`src/rtl/sram_rd_arb.sv`:
```
// Two-client round-robin read arbiter for a single-port SRAM.
// Query and target parsers share one read port; returns are routed by tag.
module sram_rd_arb #(
  parameter int WORD_W = 30,
  parameter int ADDR_W = 10,
  parameter int RD_LAT = 1,
  parameter int T_BASE = 512
) (
  input  logic              clk,
  input  logic              rst_n,
  input  logic              q_req_i,
  input  logic [ADDR_W-1:0] q_addr_i,
  output logic [WORD_W-1:0] q_data_o,
  output logic              q_valid_o,
  input  logic              t_req_i,
  input  logic [ADDR_W-1:0] t_addr_i,
  output logic [WORD_W-1:0] t_data_o,
  output logic              t_valid_o,
  output logic              sram_cen_o,
  output logic [ADDR_W-1:0] sram_addr_o,
  input  logic [WORD_W-1:0] sram_q_i
);

  localparam logic [ADDR_W-1:0] T_OFF = ADDR_W'(T_BASE);

  logic              q_out;
  logic              t_out;
  logic              last_t;
  logic              q_elig;
  logic              t_elig;
  logic              gnt_q;
  logic              gnt_t;
  logic              gnt;
  logic [ADDR_W-1:0] issue_addr;
  logic [RD_LAT:0]   tag_v;
  logic [RD_LAT:0]   tag_t;
  logic              ret_q;
  logic              ret_t;

  assign q_elig = q_req_i & ~q_out;
  assign t_elig = t_req_i & ~t_out;

  always_comb begin
    gnt_q = 1'b0;
    gnt_t = 1'b0;
    if (q_elig && t_elig) begin
      gnt_q = last_t;
      gnt_t = ~last_t;
    end else begin
      gnt_q = q_elig;
      gnt_t = t_elig;
    end
  end

  assign gnt        = gnt_q | gnt_t;
  assign issue_addr = gnt_t ? (t_addr_i + T_OFF) : q_addr_i;

  // Tag slot RD_LAT lines up with the cycle the SRAM data is on sram_q_i.
  assign ret_q = tag_v[RD_LAT] & ~tag_t[RD_LAT];
  assign ret_t = tag_v[RD_LAT] & tag_t[RD_LAT];

  always_ff @(posedge clk or negedge rst_n) begin
    if (!rst_n) begin
      sram_cen_o  <= 1'b1;
      sram_addr_o <= '0;
      tag_v       <= '0;
      tag_t       <= '0;
      q_valid_o   <= 1'b0;
      t_valid_o   <= 1'b0;
      q_data_o    <= '0;
      t_data_o    <= '0;
      q_out       <= 1'b0;
      t_out       <= 1'b0;
      last_t      <= 1'b1;
    end else begin
      sram_cen_o <= ~gnt;
      if (gnt) begin
        sram_addr_o <= issue_addr;
      end
      tag_v     <= {tag_v[RD_LAT-1:0], gnt};
      tag_t     <= {tag_t[RD_LAT-1:0], gnt_t};
      q_valid_o <= ret_q;
      t_valid_o <= ret_t;
      if (ret_q) begin
        q_data_o <= sram_q_i;
      end
      if (ret_t) begin
        t_data_o <= sram_q_i;
      end
      // Busy from grant through the valid_o cycle inclusive.
      if (gnt_q) begin
        q_out <= 1'b1;
      end else if (q_valid_o) begin
        q_out <= 1'b0;
      end
      if (gnt_t) begin
        t_out <= 1'b1;
      end else if (t_valid_o) begin
        t_out <= 1'b0;
      end
      if (gnt_q) begin
        last_t <= 1'b0;
      end else if (gnt_t) begin
        last_t <= 1'b1;
      end
    end
  end

endmodule

```
`config.mk`:
```
export PLATFORM = sky130hd
export DESIGN_NAME = sram_rd_arb
export DESIGN_NICKNAME = d
export VERILOG_FILES = /design/src/rtl/sram_rd_arb.sv
export SDC_FILE = /design/constraint.sdc
export NUM_CORES = 1
export LEC_CHECK = 0
export CAP_MARGIN = 20
export CORE_UTILIZATION = 40
export CTS_CLUSTER_DIAMETER = 80
export CTS_CLUSTER_SIZE = 28
export DETAILED_ROUTE_END_ITERATION = 10
export MAX_ROUTING_LAYER = met4
export PLACE_DENSITY = 0.73
export SLEW_MARGIN = 20
export SYNTH_ARGS = -nofsm -noshare
export SYNTH_HDL_FRONTEND = slang
export SYNTH_SLANG_ARGS = --single-unit
```
`constraint.sdc`:
```
create_clock -name clk -period 1.75 [get_ports clk]
set_clock_uncertainty 0.1 [all_clocks]
set_input_delay 0.2625 -clock clk [delete_from_list [all_inputs] [get_ports clk]]
set_output_delay 0.2625 -clock clk [all_outputs]
set_load 0.03 [all_outputs]
```
==> summary.md, run 1 <==
| Metric | Value |
|---|---|
| Min cycle time layout | around 1.7 ns |
| Critical Path Source Type | register |
| Area Growth Syn to Fin | 55.5% |
| Core area | 0.00729 mm² |
| DP Area | 0.00442 mm² |
| Diode count | 0 |
| Synth Warn # | 0 |
| Most used DFF post-synth | dfrtp_1 |
| Post-CTS Setup Bufs | 0 |
| Clock root buffer | clkbuf_8 |
| Count leader, synth | dfrtp_1 |
| Maximum VDD drop | approximately 1000 µV |
| Syn Nets | around 240 |
| Via count | about 2100 |
| Crit-path slowest cell | clkdlybuf4s50_1 |
| Rows | 31 |
| 1st-pass router iterations | 4 |
| Most area-consuming cells after synthesis | dfrtp_1 64%, mux2_2 22%, a221o_1 3.0%, nor3b_1 2.2%, dfstp_2 1.7% |
| Req. time, crit path | around 1.4 ns |
| Internal Power | 5.49 mW |
| Delay-heaviest family, CP | buffers and inverters |
| CP max stage delay | ~0.67 ns |
| Clk buf depth | 2 |
| Sequential standard cell area | 0.00200 mm² |
| Port bufs | around 130 |
| DP HPWL | around 4600 µm |
| Global-route wire length before repair | just over 10000 µm |
| Status | finished, final reports clean |
| Critical path endpoint category | output pin |
| Setup-failing EPs final | 0 |
| DRC | 0 |
| I/O pin cnt | 127 |
| Total track usage | between 10% and 20% |
| Routed Antenna Nets | 0 |
| Sw Ratio | 40.7% |
| Antenna violations before repair | 0 |
| Max_cap viols | 0 |
| Sequential Power Share | 34.6% |
| Vias in the first global route | between 2000 and 2500 |
| Biggest area consumer among synthesized cells | dfrtp_1 |
| RSZ-0062 raised after global routing | no |
| Crit Path Category | register to output pin |
| Clk Latency, worst-skew pair | roughly 0.34 ns |
| Post-synth EDFFs | 0 |
| Commonest cells post-synth | 78 x dfrtp_1, 60 x mux2_2, 9 x a221o_1, 9 x nor3b_1, 8 x buf_2 |
| Final worst-path cycle share | between 90% and 100% |
| Switching pwr | around 3.8 mW |
| Post-synth ARST share | 100% |
| Cells after Synth | 187 |
| Total grt overflow | 0 |
| Post-synthesis register bit count | 80 |
| Tot Pwr | approximately 9.3 mW |
| Die W | between 80 and 90 µm |
| Final slew viol count | 0 |
| Clk sinks | 80 |
| Comb pwr share | between 50 and 60% |
| Cts bufs inserted | 9 |
| Routability cong. | a little over 0.7 |
| Worst Tran Pin Value | approximately 0.56 ns |
| DIE AREA | between 0.007 and 0.008 mm² |
| WP buf/inv | 1 |
| CTS tree | yes |
| Routed WL per cell | between 15 and 20 µm |
| Worst-path maximum fanout | 2 |
| Final #Nets | 374 |
| Overall die height | about 89 µm |
| P_leak | 2.44 nW |
| Worst-path clk slew | 0.08 ns |
| Min-Delay Path Class | register to register |
| Clock share of power | about an eighth |
| Initial core utilization | 41.5% |
| Largest net degree at the start of global routing | 43 |
| Final hold vios | 0 |
| Pwr per Cell Area | between 1500 and 2000 mW/mm² |
| Yosys cell types | 20 |
| Post-route design area | 0.00471 mm² |
| Synth top area share | between 60 and 70% |
| Fmax achieved | around 580 MHz |
| Worst EP arrival | between 1 and 1.5 ns |
| Footprint of the multi-input gates | 940 µm² |
| Cell Chain, Critical Path | clkdlybuf4s50_1 |
| Share of layout cells above drive strength 1 | 26.8% |
| Synthesized cell area | between 0.003 and 0.004 mm² |
| DRT Wirelength | around 6700 µm |
| Synth Area per Inst | 16.2 µm² |
| Fillcell total | 597 |
| Drt initial violations | 41 |
| Vias per std cell | around 4.9 |
| H-tree Lvls | 3 |
| Worst slew margin | roughly 63% |
| Sequential area share after synthesis | 66.2% |
through the flow:
| step | hold slack [ns] | setup slack [ns] | utilization, % | setup TNS, ns | cells |
|---|---|---|---|---|---|
| finish | 0.254 | 0.0372 | 64.5 | 0 | 424 |
| global route | 0.261 | 0.00131 | 64.5 | 0 | 424 |
| CTS | 0.252 | 0.0000794 | 62.9 | 0 | 424 |
| detailed placement | 0.0977 | -0.0312 | 60.7 | -0.179 | 407 |
| global placement | 0.0934 | -0.00719 | 60.7 | -0.0225 | 407 |
| floorplan | -0.133 | 0.434 | - | 0 | 187 |
cell families after synthesis:
group	share of synthesized area [%]
AO/OA/AOI/OAI	4.30
buffers and inverters	2.81
flip-flops	66.2
multiplexers	22.7
AND/OR/NAND/NOR	4.01
registers in the layout (all words and copies together), names as in the netlist:
signal and count:
sram_cen_o 1, q_data_o 30, q_valid_o 1, t_data_o 30
last_t 1, q_out 1, tag_t 2, t_out 1
sram_addr_o 10, t_valid_o 1, tag_v 2
final cells by class:
cell class	instances	share of cell area (%)
flip-flops and latches	80	42.6
repair buffers	132	30.6
multi-input cells	91	20.0
clock buffers	11	3.00
well taps	99	2.63
clock inverters	5	0.691
inverters	6	0.479
worst paths after layout:
check / from / end / slack (ns) / cells past startpoint
setup / recovery: q_data_o[21] / q_data_o[21] / 0.04 / 1
hold / removal: tag_t[0] / tag_t[1] / 0.25 / 0
setup reg to reg: t_out / sram_addr_o[7] / 0.32 / 3
hold reg to reg: tag_t[0] / tag_t[1] / 0.25 / 0
max in group asynchronous: rst_n / last_t / 0.69 / 3
min in group asynchronous: rst_n / q_data_o[1] / 0.26 / 2
placed cells by master, fill, tap and decap left out:
cell type,n
buf_4,3
o21a_1,1
and2b_1,1
dlymetal6s2s_1,49
nand2b_2,1
a21o_1,2
nor2_1,1
dlygate4sd2_1,20
mux2_2,60
a221oi_1,1
a221o_1,9
clkinv_2,2
nor3b_1,9
dfrtp_1,78
nor2b_4,1
inv_1,6
nor3_1,1
clkinvlp_4,3
clkbuf_8,10
nand2b_4,1
a21oi_2,1
dfstp_2,2
dlygate4sd3_1,1
nand2_1,1
clkbuf_1,1
mux2i_1,1
clkdlybuf4s50_1,56
buf_12,3
timing repair:
action                     4_1_cts  5_1_grt
resized for setup               20       49
hold buffers                     1        0
setup endpoints to repair       20       49
gates cloned                     0        0
hold endpoints to repair        24        0
power groups by stage:
stage	sequential (mW)	combinational, mW	clock (mW)
2_1_floorplan	4.93	1.26	0
5_1_grt	3.32	5.13	1.29
3_3_place_gp	3.24	5.06	0
6_report	3.20	4.86	1.20
4_1_cts	3.23	4.99	1.23
3_5_place_dp	3.28	5.14	0
metal layers:
layer / vias to the layer above / share of wire, % / GRT usage (%)
li1: 934 / - / -
met1: 1050 / 42 / 21.5
met2: 77 / 50 / 29.9
met3: 8 / 6.9 / 4.25
met4: 0 / 0.92 / 6.06
met5: - / 0 / -
Note: power is estimated with default switching activity, not from simulation.
==> run 2: changes to the inputs <==
--- a/config.mk
+++ b/config.mk
@@ -10,6 +10,7 @@
 export CTS_CLUSTER_DIAMETER = 80
 export CTS_CLUSTER_SIZE = 28
 export DETAILED_ROUTE_END_ITERATION = 10
+export GPL_ROUTABILITY_DRIVEN = 0
 export MAX_ROUTING_LAYER = met4
 export PLACE_DENSITY = 0.73
 export SLEW_MARGIN = 20
==> results of run 2 <==
The final DEF is identical to that of run 1; final timing and power are the same.
==> run 3: changes to the inputs <==
--- a/config.mk
+++ b/config.mk
@@ -5,7 +5,7 @@
 export SDC_FILE = /design/constraint.sdc
 export NUM_CORES = 1
 export LEC_CHECK = 0
-export CAP_MARGIN = 20
+export CAP_MARGIN = 40
 export CORE_UTILIZATION = 40
 export CTS_CLUSTER_DIAMETER = 80
 export CTS_CLUSTER_SIZE = 28
==> results of run 3 <==
The final DEF is identical to that of run 1; final timing and power are the same.
